### src/rtl/io_pkg.sv
// Shared keyboard-path definitions: default byte width, PS/2 break prefix and
// the break-filter state encoding.
package io_pkg;

   localparam int DATA_W_DEF = 8;
   localparam logic [7:0] BREAK_CODE = 8'hF0;

   typedef enum logic {
      FILT_IDLE  = 1'b0,
      FILT_BREAK = 1'b1
   } filt_state_t;

endpackage

### src/rtl/keyboard_input_buffer_sync_edge_detect.sv
// Two-flop synchronizer plus rising-edge detector for the byte-valid level.
// An edge is only reported once the input has been seen low after clr.
module sync_edge_detect (
   input  logic clock,
   input  logic clr,
   input  logic async_in,
   output logic rise_pulse
);

   logic r_meta;
   logic r_sync;
   logic r_prev;
   logic r_fill;
   logic r_armed;

   // r_fill marks that r_meta holds a real sample, so a level held high
   // across clr is never mistaken for a fresh edge.
   always_ff @(posedge clock) begin
      if (!clr) begin
         r_meta  <= 1'b0;
         r_sync  <= 1'b0;
         r_prev  <= 1'b0;
         r_fill  <= 1'b0;
         r_armed <= 1'b0;
      end else begin
         r_meta <= async_in;
         r_sync <= r_meta;
         r_prev <= r_sync;
         r_fill <= 1'b1;
         if (r_fill && !r_meta) r_armed <= 1'b1;
      end
   end

   assign rise_pulse = r_sync & ~r_prev & r_armed;

endmodule

### src/rtl/keyboard_input_buffer.sv
// Keyboard byte FIFO feeding the CPU INPR/FGI interface with overflow flag.
// Define KBD_BREAK_FILTER_EN to drop PS/2 break sequences (F0 xx) before the FIFO.
//
// state      | meaning
// FILT_IDLE  | normal bytes pushed; BREAK_CODE discarded and moves to FILT_BREAK
// FILT_BREAK | next byte (released key) discarded, back to FILT_IDLE
module keyboard_input_buffer
   import io_pkg::*;
#(
   parameter int DEPTH  = 8,
   parameter int DATA_W = DATA_W_DEF
) (
   input  logic                     clock,
   input  logic                     clr,
   input  logic [DATA_W-1:0]        keyboard_input_data,
   input  logic                     input_arrived_flag,
   input  logic                     inpr_read,
   input  logic                     ien,
   input  logic                     overflow_clr,
   output logic [DATA_W-1:0]        inpr_data,
   output logic                     fgi,
   output logic                     interrupt_req,
   output logic                     overflow,
   output logic [$clog2(DEPTH):0]   count
);

   localparam int PTR_W = $clog2(DEPTH);
   localparam int CNT_W = PTR_W + 1;

   logic [DATA_W-1:0] r_mem [DEPTH];
   logic [PTR_W-1:0]  r_rd_ptr;
   logic [PTR_W-1:0]  r_wr_ptr;
   logic [CNT_W-1:0]  r_count;
   logic [DATA_W-1:0] r_inpr_data;
   logic              r_fgi;
   logic              r_irq;
   logic              r_overflow;

   logic              w_rise;
   logic              w_push;
   logic              w_full;
   logic              w_empty;
   logic              w_pop;
   logic              w_wr_en;
   logic              w_drop;
   logic [PTR_W-1:0]  w_rd_ptr_nxt;
   logic [CNT_W-1:0]  w_count_nxt;
   logic [DATA_W-1:0] w_head_nxt;

   sync_edge_detect u_sync (
      .clock      (clock),
      .clr        (clr),
      .async_in   (input_arrived_flag),
      .rise_pulse (w_rise)
   );

`ifdef KBD_BREAK_FILTER_EN
   filt_state_t r_filt;

   always_ff @(posedge clock) begin
      if (!clr) begin
         r_filt <= FILT_IDLE;
      end else if (w_rise) begin
         case (r_filt)
            FILT_IDLE:  if (keyboard_input_data == DATA_W'(BREAK_CODE)) r_filt <= FILT_BREAK;
            FILT_BREAK: r_filt <= FILT_IDLE;
            default:    r_filt <= FILT_IDLE;
         endcase
      end
   end

   assign w_push = w_rise && (r_filt == FILT_IDLE) &&
                   (keyboard_input_data != DATA_W'(BREAK_CODE));
`else
   assign w_push = w_rise;
`endif

   assign w_full       = (r_count == CNT_W'(DEPTH));
   assign w_empty      = (r_count == '0);
   assign w_pop        = inpr_read & ~w_empty;
   assign w_wr_en      = w_push & (~w_full | w_pop);
   assign w_drop       = w_push & w_full & ~w_pop;
   assign w_rd_ptr_nxt = w_pop ? r_rd_ptr + PTR_W'(1) : r_rd_ptr;
   assign w_count_nxt  = r_count + CNT_W'(w_wr_en) - CNT_W'(w_pop);

   // Head stays put when the FIFO drains so a stray read leaves INPR intact.
   always_comb begin
      w_head_nxt = r_inpr_data;
      if (w_wr_en && (w_empty || (w_pop && r_count == CNT_W'(1))))
         w_head_nxt = keyboard_input_data;
      else if (w_pop && r_count > CNT_W'(1))
         w_head_nxt = r_mem[w_rd_ptr_nxt];
   end

   always_ff @(posedge clock) begin
      if (w_wr_en) r_mem[r_wr_ptr] <= keyboard_input_data;
   end

   always_ff @(posedge clock) begin
      if (!clr) begin
         r_rd_ptr    <= '0;
         r_wr_ptr    <= '0;
         r_count     <= '0;
         r_inpr_data <= '0;
         r_fgi       <= 1'b0;
         r_irq       <= 1'b0;
         r_overflow  <= 1'b0;
      end else begin
         r_rd_ptr    <= w_rd_ptr_nxt;
         if (w_wr_en) r_wr_ptr <= r_wr_ptr + PTR_W'(1);
         r_count     <= w_count_nxt;
         r_inpr_data <= w_head_nxt;
         r_fgi       <= (w_count_nxt != '0);
         r_irq       <= r_fgi & ien;
         if (w_drop)
            r_overflow <= 1'b1;
         else if (overflow_clr)
            r_overflow <= 1'b0;
      end
   end

   assign inpr_data     = r_inpr_data;
   assign fgi           = r_fgi;
   assign interrupt_req = r_irq;
   assign overflow      = r_overflow;
   assign count         = r_count;

endmodule

### config.mk
export PLATFORM = sky130hd
export DESIGN_NAME = keyboard_input_buffer
export DESIGN_NICKNAME = d
export VERILOG_FILES = /design/src/rtl/io_pkg.sv /design/src/rtl/keyboard_input_buffer_sync_edge_detect.sv /design/src/rtl/keyboard_input_buffer.sv
export SDC_FILE = /design/constraint.sdc
export NUM_CORES = 1
export LEC_CHECK = 0
export ABC_CLOCK_PERIOD_IN_PS = 7900
export CAP_MARGIN = 20
export CORE_UTILIZATION = 52
export CTS_CLUSTER_SIZE = 10
export DETAILED_ROUTE_END_ITERATION = 10
export GPL_ROUTABILITY_DRIVEN = 0
export PLACE_DENSITY = 0.73
export REMOVE_ABC_BUFFERS = 1
export SYNTH_ARGS = -nofsm -noshare
export SYNTH_HDL_FRONTEND = slang
export SYNTH_HIERARCHICAL = 1
export SYNTH_SLANG_ARGS = --single-unit
### constraint.sdc
create_clock -name clock -period 7.9 [get_ports clock]
set_input_delay 0.79 -clock clock [delete_from_list [all_inputs] [get_ports clock]]
set_output_delay 0.79 -clock clock [all_outputs]
set_load 0.02 [all_outputs]
# Yosys cells after proc, flatten, opt, wreduce, memory -nomap -nowiden
# Memory sizes are Yosys's and may differ from the RTL's.
# Cells that the tools add are included.
# classes
addsub	4
n_eq_ne	2
order_cmp	1
n_reduce_logical	10
n_mux	8
bitwise	12
# op_table
op	count
8-bit two-way mux	2
1-bit bitwise AND	7
3-bit by 1-bit adder with 3-bit output, second input constant	2
1-bit two-way mux	5
4-bit by 1-bit adder with 4-bit output	1
4-bit by 1-bit == test with 1-bit output, second input constant	1
4-bit == test, second input constant	1
4-bit by 1-bit > comparator with 1-bit output, second input constant	1
1-bit logical AND	4
4-bit logical NOT	1
1-bit inverter	4
2-bit nonzero test	2
4-bit nonzero test	1
4-bit by 1-bit subtractor with 4-bit output	1
3-bit two-way mux	1
1-bit logical NOT	1
1-bit logical OR	1
1-bit OR	1
# totals
ramBits	64
in_bits	14
mem_count	1
elab_cells	50
output_inout_bits	15
reg_bits	26
# mem_list
memory	depth	width	rd	rd_ports_with_merged_regs	write_ports	line	text
r_mem	8	8	1	0	1	keyboard_input_buffer.sv:30	logic [DATA_W-1:0] r_mem [DEPTH];

# Logic depth before layout (Yosys ltp)
# Gate-level depths: netlist (run 1).
# logic_depth
word_depth	8
ltp_mapped	15

# By module
# Netlist (run 1), hierarchy kept.
# by_module_without_submodules
module	n_inst	cells_each	seq_area_each_um2	area_per_inst_um2
keyboard_input_buffer	1	313	2342.2	4256.6
sync_edge_detect	1	11	100.1	141.4

# Worst setup path after synthesis (run 1)
# Ideal clock, no wire load.
# synth_path
kind	register to register
start	register r_count[2], in the netlist count[2]
end	register r_fgi, in the netlist fgi
required_ps	7766
setup_ps	134
n_path_buf	3
slack_ps	4745
arrival_time_ps	3021
stages_incl_launch_ff	16
synth_period_minus_slack_ps	3155
path_cell_list	dfxtp_1 -> inv_1 -> ha_1 -> or3b_4 -> nand2_4 -> buf_8 -> buf_4 -> buf_4 -> nand2_1 -> nand2_1 -> ha_1 -> inv_1 -> fa_1 -> xor2_1 -> nor2_1 -> or4_1
# synth_between
elab_chain_cells	8
word_cells_on_any_way	10
classes_between	2 x add/sub; 1 x eq/ne; 5 x bitwise; 2 x reduce/logical
# synth_lines
element	line	text
start, declared	keyboard_input_buffer.sv:33	logic [CNT_W-1:0] r_count;
start signal, assigned	keyboard_input_buffer.sv:111	r_count <= w_count_nxt;
4-bit logical NOT	keyboard_input_buffer.sv:79	assign w_empty = (r_count == '0);
1-bit inverter	keyboard_input_buffer.sv:80	assign w_pop = inpr_read & ~w_empty;
1-bit bitwise AND	keyboard_input_buffer.sv:80	
1-bit OR	keyboard_input_buffer.sv:81	assign w_wr_en = w_push & (~w_full | w_pop);
1-bit bitwise AND	keyboard_input_buffer.sv:81	
4-bit by 1-bit adder with 4-bit output	keyboard_input_buffer.sv:84	assign w_count_nxt = r_count + CNT_W'(w_wr_en) - CNT_W'(w_pop);
4-bit by 1-bit subtractor with 4-bit output *	keyboard_input_buffer.sv:84	
4-bit nonzero test *	keyboard_input_buffer.sv:113	r_fgi <= (w_count_nxt != '0);
end signal, assigned	keyboard_input_buffer.sv:113	
end, declared	keyboard_input_buffer.sv:35	logic r_fgi;
# Mark *: on every way between the ends. The rest lies on a longest branch, timed or not.
# A chain may end at the register's enable or synchronous reset.

# Worst setup path in the final report (run 1)
# layout_path
start	input port inpr_read
end	register r_fgi, in the netlist fgi
# layout_between
elab_chain_cells	6
# layout_lines
element	line	text
start, declared	keyboard_input_buffer.sv:17	input logic inpr_read,
1-bit bitwise AND *	keyboard_input_buffer.sv:80	
1-bit OR	keyboard_input_buffer.sv:81	
1-bit bitwise AND	keyboard_input_buffer.sv:81	
4-bit by 1-bit adder with 4-bit output	keyboard_input_buffer.sv:84	
4-bit by 1-bit subtractor with 4-bit output *	keyboard_input_buffer.sv:84	
4-bit nonzero test *	keyboard_input_buffer.sv:113	
# Marked as above.

==> run_results.csv, run 1 <==
group,metric,value,unit
worst_setup_path,startpoint,"inpr_read",
final_layout,num_antenna_cells,0,
sta,skew,0.00926,ns
worst_setup_path,crit_arrival,3.53,ns
worst_setup_path,rr_endpoint,"fgi",
detailed_routing,wl_met3,481,µm
die,die_area,8830,µm²
synthesis,seq_area_frac_synth,55.5,%
flow_run,cap_violations,0,
sta,setup_tns,0,ns
cts,clk_pin_slew,0.10,ns
power_and_ir_drop,peakVddDrop,121,µV
worst_hold_path,hold_start,"u_sync/r_sync",
detailed_routing,wl_per_cell,18.1,µm
detailed_routing,vias,2628,
synthesis,ys_warn_count,6,
synthesis,synthFlopType,"edfxtp_1",
synthesis,syn-cell-area,4400,µm²
power_and_ir_drop,p_per_area,300,nW/µm²
sta,grt_setup_unrepaired,"false",
detailed_routing,ant_nets,0,
cts,cts_root_buffer,"clkbuf_8",
cts,cts_sinks,90,
final_layout,final_nets,374,
sta,setup_viol,0,
detailed_routing,drt_iter0_drc,174,
worst_hold_path,hold_path.class,"flip-flop to flip-flop",
detailed_routing,avgViaCountPerCell,5.70,
grt,antenna_found_initial,0,
synthesis,avgSynthCellArea,13.6,µm²
cts,clk_latency,0.35,ns
placement,port_buffers,28,
worst_hold_path,min_to,"u_sync/r_prev",
worst_setup_path,end_kind,"flip-flop",
synthesis,ys_ff_latch,90,
cts,clockBufferDepth,2,
worst_setup_path,r2r_slack,4.71,ns
worst_setup_path,required,8.13,ns
status,status,"finished, violations left",
sta,holdWs,0.470,ns
power_and_ir_drop,p_leak,0.00172,µW
worst_hold_path,min_path_cells,1,
synthesis,async_flop_share,0,%
final_layout,syn2layout_area_growth,12.2,%
detailed_routing,wl_met2,3830,µm
die,die_h,94.0,µm
worst_setup_path,worstPathMaxFanout,8,
final_layout,drive_above_1_share,17.1,%
worst_setup_path,start_kind,"input port",
cts,tritoncts,"yes",
die,start_util,53.5,%
placement,place_hpwl,5440,µm
sta,fin_crit_sh,41.8,%
sta,worst_slew_pin_slew,0.880,ns
synthesis,synth_edf_count,64,
grt,grt_max_degree,39,
die,ios,29,
synthesis,syn_inst,324,
grt,grt_overflow_total,0,
detailed_routing,first_pass_iters,7,
die,row_count,33,
die,core,8220,µm²
grt,grt_util_all_layers,20.7,%
sta,slew_headroom,41.1,%
die,die_x,94.0,µm
worst_setup_path,worstSetupPathType,"input port to flip-flop",
synthesis,ys_types,49,
status,violations,"design-rule violations",
grt,grt_pass1_vias,2592,
sta,hold_viol_final,0,
cts,cts.repair.resized,0,
grt,grt_pass1_wl,13400,µm
worst_setup_path,reg2regPathDepth,12,
detailed_routing,wl_met1,3970,µm
cts,cts.htree.levels,3,
cts,cts-buffers-inserted,9,
sta,min_period,3.30,ns
worst_setup_path,r2r_start,"count[2]",
detailed_routing,drc_errors,1,
final_layout,nFillCells,632,
sta,slew_viol_final,0,
detailed_routing,wl,8350,µm
detailed_routing,routed.top_layer,"met4",
cts,cts_setup_buffers,0,
cts,holdBufCountCts,0,
sta,fmax,303,MHz
how the worst max path moves through the flow:
stage / endpoint / slack (ns) / cells past startpoint
2_1_floorplan: inpr_data[0] / 4.81 / 5
3_3_place_gp: fgi / 4.33 / 11
3_5_place_dp: fgi / 4.25 / 11
4_1_cts: fgi / 4.63 / 11
5_1_grt: fgi / 4.42 / 11
6_report: fgi / 4.60 / 11
flip-flops by register name, indices dropped and copies added (netlist names):
name / cells
r_mem: 64
inpr_data: 8
count: 4
r_rd_ptr: 3
r_wr_ptr: 3
fgi: 1
interrupt_req: 1
overflow: 1
u_sync/r_armed: 1
u_sync/r_fill: 1
u_sync/r_meta: 1
u_sync/r_prev: 1
u_sync/r_sync: 1
layout by cell type, fill, tap and decap left out, types with 8 or more instances in the layout:
master	count
mux4_2	14
a21oi_1	8
ha_1	8
nor2_1	29
mux2_2	13
and3_1	8
edfxtp_1	64
mux2i_1	42
clkdlybuf4s50_1	28
clkbuf_8	9
dfxtp_1	26
nand2_1	14
inv_1	14
metal layers:
layer  global-route usage [%]  up-vias
li1                         -     1262
met3                     4.05        6
met2                     32.1       62
met1                     29.1     1298
met5                        0        -
met4                     7.31        0
worst max-delay path, cell delays in order:
cell and delay (ns):
clkdlybuf4s50_1 0.66, nand2b_1 0.09, a31oi_1 0.45, nand2_1 0.12, nand2_1 0.09, ha_1 0.16, inv_1 0.06, fa_1 0.37
xor2_1 0.16, nor2_1 0.06, or4_1 0.53
power by group:
| part | total [µW] | internal [µW] | leakage, µW | switching, µW |
|---|---|---|---|---|
| sequential | 581 | 539 | 0.000789 | 42.3 |
| clock | 308 | 124 | 0.0000962 | 184 |
| combinational | 591 | 296 | 0.000837 | 295 |
synthesized netlist by cell type, types with 3 or more instances:
cell,number,area [µm²]
mux2_2,13,146
inv_1,14,52.6
xor2_1,3,26.3
or2_1,6,37.5
o211ai_1,6,45.0
a21oi_1,8,40.0
o21ai_0,6,30.0
mux2i_1,42,420
dfxtp_1,26,521
nand2b_1,6,37.5
nor2_1,29,109
and3_1,8,50.1
ha_1,8,100
buf_2,6,30.0
o2111ai_2,6,90.1
nand2_1,14,52.6
and2_1,4,25.0
clkbuf_1,4,15.0
mux4_2,14,315
buf_4,3,22.5
edfxtp_1,64,1920
cells by family after synthesis:
logic type | count (synthesis) | share of synthesized area, %
adders and majority gates | 9 | 2.73
AOI/OAI and AO/OA | 37 | 7.08
muxes | 69 | 20.1
and+or+nand+nor | 85 | 10.5
xor gates and xnor gates | 4 | 0.797
DFF | 90 | 55.5
buffers and inverters | 30 | 3.30
area by class of cell:
cell class | instances | area [µm²] | share of cell area (%)
clock inverter | 7 | 67.6 | 1.37
timing repair buffer | 32 | 305 | 6.19
multi-input combinational | 204 | 1810 | 36.7
sequential | 90 | 2440 | 49.5
inverter | 14 | 52.6 | 1.07
clock buffer | 9 | 124 | 2.51
tap | 105 | 131 | 2.66
stage by stage:
step                      power (µW)  utilization [%]  instance area [µm²]  setup slack [ns]  cells
after CTS                       1490             60.0                 4930              4.63    461
after floorplan                 1020                -                 4310              4.81    308
final                           1480             60.0                 4930              4.60    461
after detailed placement        1180             57.7                 4740              4.25    445
after global routing            1570             60.0                 4930              4.42    461
after global placement          1170             57.6                 4730              4.33    443
Note: power is estimated with default switching activity, not from simulation.
==> run 2, diff against run 1 <==
ABC_CLOCK_PERIOD_IN_PS = 3260   (was 7900)
clock period = 3.26 ns   (was 7.9 ns; I/O delays follow)
==> run 2 against run 1 <==
The flow now finishes without violations. Sequential share of layout area is 0.62 points lower. Hold slack worse by 0.0087 ns. Worst setup slack worse by 4.1 ns. Critical path depth is 1 higher. Cell area is 1.3% higher. Power is 140% higher. Wire length is 0.72% lower. Sequential power is 140% higher. Utilization is 0.76 points higher. Critical endpoint unchanged.
==> run_results.csv, run 2 (synthesis results as in run 1) <==
group,metric,value,unit
die,ios,29,
power_and_ir_drop,clkPwrFrac,18.2,%
worst_setup_path,path_cells,"inv_1 > ha_1 > or3b_4 > nand2_4 > nand2_1 > nand2_1 > ha_1 > inv_1 > fa_1 > xor2_1 > nor2_1 > or4_1",
cts,holdBufCountCts,0,
grt,grt_max_degree,38,
final_layout,syn2layout_area_growth,13.6,%
worst_setup_path,r2r_start,"count[2]",
detailed_routing,avgViaCountPerCell,5.59,
sta,min_period,2.77,ns
worst_setup_path,r2r_slack,0.49,ns
worst_setup_path,required,3.48,ns
cts,cts.repair.resized,0,
final_layout,layout_common_cells,"64 x edfxtp_1, 42 x mux2i_1, 29 x nor2_1",
worst_setup_path,path_depth,12,
worst_setup_path,crit_end,"fgi",
die,die_x,94.0,µm
placement,place_hpwl,5550,µm
sta,skew,0.0109,ns
worst_setup_path,end_kind,"flip-flop",
detailed_routing,drt_iter0_drc,134,
flow_run,cap_violations,0,
power_and_ir_drop,p_per_area,701,nW/µm²
sta,fmax,361,MHz
sta,hold_viol_final,0,
final_layout,num_antenna_cells,0,
worst_setup_path,critical_path.top_delay_family,"simple AND/OR/NAND/NOR gates",
power_and_ir_drop,p_leak,0.00176,µW
die,core,8220,µm²
cts,clockBufferDepth,2,
placement,port_buffers,28,
final_layout,nFillCells,650,
cts,cts_sinks,90,
sta,setup_tns,0,ns
detailed_routing,first_pass_iters,4,
detailed_routing,wl,8290,µm
die,row_count,33,
power_and_ir_drop,p_int,2330,µW
sta,slew_viol_final,0,
cts,cts_root_buffer,"clkbuf_8",
power_and_ir_drop,peakVddDrop,278,µV
sta,setup_viol,0,
die,die_area,8830,µm²
grt,antenna_found_initial,0,
die,start_util,53.5,%
detailed_routing,ant_nets,0,
final_layout,largest_register_ffs,64,
worst_setup_path,crit_arrival,3.00,ns
worst_setup_path,critPathSlowestCell,"or4_1",
power_and_ir_drop,swShare,33.5,%
power_and_ir_drop,p_switching,1170,µW
grt,grt_util_all_layers,20.6,%
status,status,"completed",
grt,grt_overflow_total,0,
final_layout,final_nets,384,
detailed_routing,vias,2635,
grt,grt_pass1_wl,13400,µm
cts,tritoncts,"yes",
grt,grt_pass1_vias,2567,
worst_setup_path,worstPathMaxFanout,5,
final_layout,drive_above_1_share,18.6,%
sta,slew_headroom,43.9,%
worst_setup_path,max_stage_delay,0.53,ns
worst_setup_path,worstSetupPathType,"flip-flop to flip-flop",
final_layout,mostFrequentLayoutCell,"edfxtp_1",
final_layout,largest-register,"r_mem",
die,die_h,94.0,µm
worst_setup_path,start_kind,"flip-flop",
sta,grt_setup_unrepaired,"false",
cts,cts_setup_buffers,0,
cts,cts-buffers-inserted,9,
cts,cts.htree.levels,3,
detailed_routing,wl_per_cell,17.6,µm
detailed_routing,drc_errors,0,
worst_hold_path,hold_path.class,"flip-flop to flip-flop",
sta,worst_slew_pin_slew,0.839,ns
sta,fin_crit_sh,85.0,%
power_and_ir_drop,power.share.combinational,42.8,%
power_and_ir_drop,seqPwrFrac,39.0,%
worst_setup_path,reg2regPathDepth,12,
cts,clk_latency,0.35,ns
cts,clk_pin_slew,0.08,ns
worst_setup_path,rr_endpoint,"fgi",
worst_setup_path,worst-path-buf-inv,2,
worst_setup_path,startpoint,"count[2]",
sta,worst_slack,0.489,ns
placement,place_ws,0.351,ns
## run 2: changes by cell type in the layout (fill, tap and decap cells not counted), sizes merged
cell and delta:
clkinvlp +1, inv -5, clkbuf +1, buf +10
clkinv +3
## run 2: power groups by stage
stage	Combinational, µW	Sequential [µW]	Clock [µW]
finish	1500	1370	637
global route	1640	1380	703
CTS	1520	1370	655
detailed placement	1510	1390	0
global placement	1490	1390	0
floorplan	958	1520	0
## run 2: worst register-to-register path, cell delays in order (launching register included)
cell	delay, ns
dfxtp_1	0.32
inv_1	0.12
ha_1	0.22
or3b_4	0.44
nand2_4	0.08
nand2_1	0.06
nand2_1	0.07
ha_1	0.17
inv_1	0.06
fa_1	0.37
xor2_1	0.17
nor2_1	0.06
or4_1	0.53
## run 2: per-layer routing
layer / GRT usage [%] / wire [µm]
met4: 7.82 / 134
met5: 0 / 0
met2: 34.0 / 4080
met3: 2.91 / 196
met1: 27.8 / 3880
## run 2: worst min path at each step
stage | cells after the start | from | end
floorplan | 0 | clr | u_sync/r_fill
global placement | 1 | u_sync/r_sync | u_sync/r_prev
detailed placement | 1 | u_sync/r_sync | u_sync/r_prev
CTS | 1 | u_sync/r_sync | u_sync/r_prev
global route | 1 | u_sync/r_sync | u_sync/r_prev
finish | 1 | u_sync/r_sync | u_sync/r_prev
## run 2: through the flow
step                      area (µm²)  power [µW]  hold slack [ns]  std cells  utilization, %
final                           5000        3500            0.461        471            60.8
after global placement          4830        2890            0.439        455            58.8
after floorplan                 4310        2480            0.354        308               -
after CTS                       5000        3540            0.465        471            60.8
after detailed placement        4830        2910            0.447        455            58.8
after global routing            5000        3720            0.489        471            60.8
## run 2: area by class of cell
type | instances | area, µm² | share of cell area, %
clock buffers | 10 | 128 | 2.55
repair buffers | 42 | 398 | 7.96
clock inverters | 6 | 33.8 | 0.676
inverters | 14 | 52.6 | 1.05
well taps | 105 | 131 | 2.63
flip-flops and latches | 90 | 2440 | 48.9
multi-input cells | 204 | 1810 | 36.2
==> run 3, diff against run 2 <==
CORE_UTILIZATION = 59   (was 52)
PLACE_DENSITY = 0.81   (was 0.73)
SETUP_SLACK_MARGIN = 0.02   (was default)
==> run 3 against run 2 <==
The flow now finishes with violations (design-rule violations). Final cell count is 1.5% lower. Hold slack better by 0.0039 ns. Utilization is 8.4 points higher. Global-route usage is 3.5 points higher. Cell area hardly changed.
==> run_results.csv, run 3 (synthesis results as in run 1) <==
group,metric,value,unit
status,status,"finished, violations left",
status,violations,"design-rule violations",
worst_hold_path,hold_start,"u_sync/r_sync",
flow_run,cap_violations,0,
sta,setup_tns,0,ns
power_and_ir_drop,total_power,3570,µW
power_and_ir_drop,swShare,33.2,%
detailed_routing,first_pass_iters,7,
detailed_routing,avgViaCountPerCell,5.68,
cts,cts-buffers-inserted,9,
worst_setup_path,path_cells,"inv_1 > ha_1 > or3b_4 > nand2_4 > nand2_1 > nand2_1 > ha_1 > inv_1 > fa_1 > xor2_1 > nor2_1 > or4_1",
grt,grt_pass1_vias,2731,
final_layout,largest-register,"r_mem",
sta,worst_slew_pin_slew,0.788,ns
cts,tritoncts,"yes",
worst_hold_path,hold_path.class,"flip-flop to flip-flop",
worst_setup_path,start_kind,"flip-flop",
die,ios,29,
power_and_ir_drop,peakVddDrop,311,µV
worst_setup_path,startpoint,"count[2]",
placement,place_hpwl,5570,µm
sta,slew_viol_final,0,
cts,cts_root_buffer,"clkbuf_8",
worst_setup_path,worstPathMaxFanout,5,
final_layout,mostFrequentLayoutCell,"edfxtp_1",
detailed_routing,wl_per_cell,17.8,µm
sta,grt_setup_unrepaired,"false",
worst_setup_path,critPathSlowestCell,"or4_1",
power_and_ir_drop,power.share.combinational,41.4,%
final_layout,drive_above_1_share,18.4,%
final_layout,largest_register_ffs,64,
sta,fmax,362,MHz
worst_setup_path,crit_end,"fgi",
grt,antenna_found_initial,0,
cts,cts_setup_buffers,0,
detailed_routing,drt_iter0_drc,190,
cts,clk_pin_slew,0.08,ns
die,row_count,31,
die,die_x,88.3,µm
detailed_routing,ant_nets,0,
power_and_ir_drop,p_leak,0.00176,µW
final_layout,final_nets,383,
worst_setup_path,worstSetupPathType,"flip-flop to flip-flop",
final_layout,layout_common_cells,"64 x edfxtp_1, 42 x mux2i_1, 29 x nor2_1",
grt,grt_overflow_total,0,
worst_setup_path,max_stage_delay,0.53,ns
grt,grt_max_degree,38,
placement,port_buffers,28,
sta,skew,0.00663,ns
cts,holdBufCountCts,0,
grt,grt_pass1_wl,13500,µm
placement,place_ws,0.371,ns
cts,clockBufferDepth,2,
final_layout,syn2layout_area_growth,13.5,%
sta,hold_viol_final,0,
die,start_util,61.0,%
detailed_routing,wl,8270,µm
cts,cts.repair.resized,0,
power_and_ir_drop,p_switching,1180,µW
worst_setup_path,crit_arrival,2.99,ns
worst_setup_path,path_depth,12,
detailed_routing,drc_errors,2,
sta,slew_headroom,47.3,%
final_layout,num_antenna_cells,0,
power_and_ir_drop,p_int,2390,µW
worst_setup_path,critical_path.top_delay_family,"simple AND/OR/NAND/NOR gates",
sta,fin_crit_sh,84.8,%
die,core,7210,µm²
worst_setup_path,r2r_slack,0.50,ns
worst_setup_path,reg2regPathDepth,12,
cts,clk_latency,0.35,ns
detailed_routing,vias,2636,
worst_setup_path,end_kind,"flip-flop",
sta,min_period,2.76,ns
power_and_ir_drop,clkPwrFrac,20.3,%
cts,cts.htree.levels,3,
final_layout,finalCoreUtilization,69.2,%
worst_setup_path,rr_endpoint,"fgi",
cts,cts_sinks,90,
die,die_h,88.3,µm
power_and_ir_drop,p_per_area,715,nW/µm²
grt,grt_util_all_layers,24.1,%
power_and_ir_drop,seqPwrFrac,38.3,%
sta,setup_viol,0,
worst_setup_path,worst-path-buf-inv,2,
sta,worst_slack,0.497,ns
worst_setup_path,r2r_start,"count[2]",
worst_setup_path,required,3.49,ns
die,die_area,7800,µm²
## run 3: changes by cell type in the layout (fill, tap and decap cells not counted)
cell        previous run  this run
clkinvlp_2             1         0
bufinv_16              0         1
clkinv_1               2         1
clkbuf_1               1         2
buf_12                 1         0
## run 3: routing by layer
metal	vias to the layer above	part of all wire [%]	track usage, %
li1	1285	-	-
met1	1278	45	32.1
met2	60	49	39.0
met3	13	3.4	3.82
met4	0	1.7	11.6
met5	-	0	0
## run 3: worst min path at each step
stage	to	depth (start not counted)	slack, ns
after floorplan	u_sync/r_fill	0	0.35
after global placement	u_sync/r_prev	1	0.44
after detailed placement	u_sync/r_prev	1	0.45
after CTS	u_sync/r_prev	1	0.47
after global routing	u_sync/r_prev	1	0.48
final	u_sync/r_prev	1	0.47
## run 3: through the flow
step	area, µm²	hold WS (ns)	cells
floorplan	4310	0.354	308
global placement	4810	0.436	448
detailed placement	4810	0.446	448
CTS	4990	0.471	464
global route	4990	0.484	464
finish	4990	0.465	464
## run 3: layout make-up
type	count	area (µm²)
tap	99	124
sequential	90	2440
fill	507	2220
clock inverter	5	55.1
timing repair buffer	41	378
multi-input combinational	204	1810
clock buffer	11	131
inverter	14	52.6
## run 3: power groups by stage
| stage | sequential, µW | clock, µW | combinational (µW) |
|---|---|---|---|
| after global routing | 1380 | 789 | 1620 |
| after CTS | 1370 | 742 | 1490 |
| after detailed placement | 1390 | 0 | 1480 |
| after floorplan | 1520 | 0 | 958 |
| after global placement | 1390 | 0 | 1450 |
| final | 1370 | 725 | 1480 |
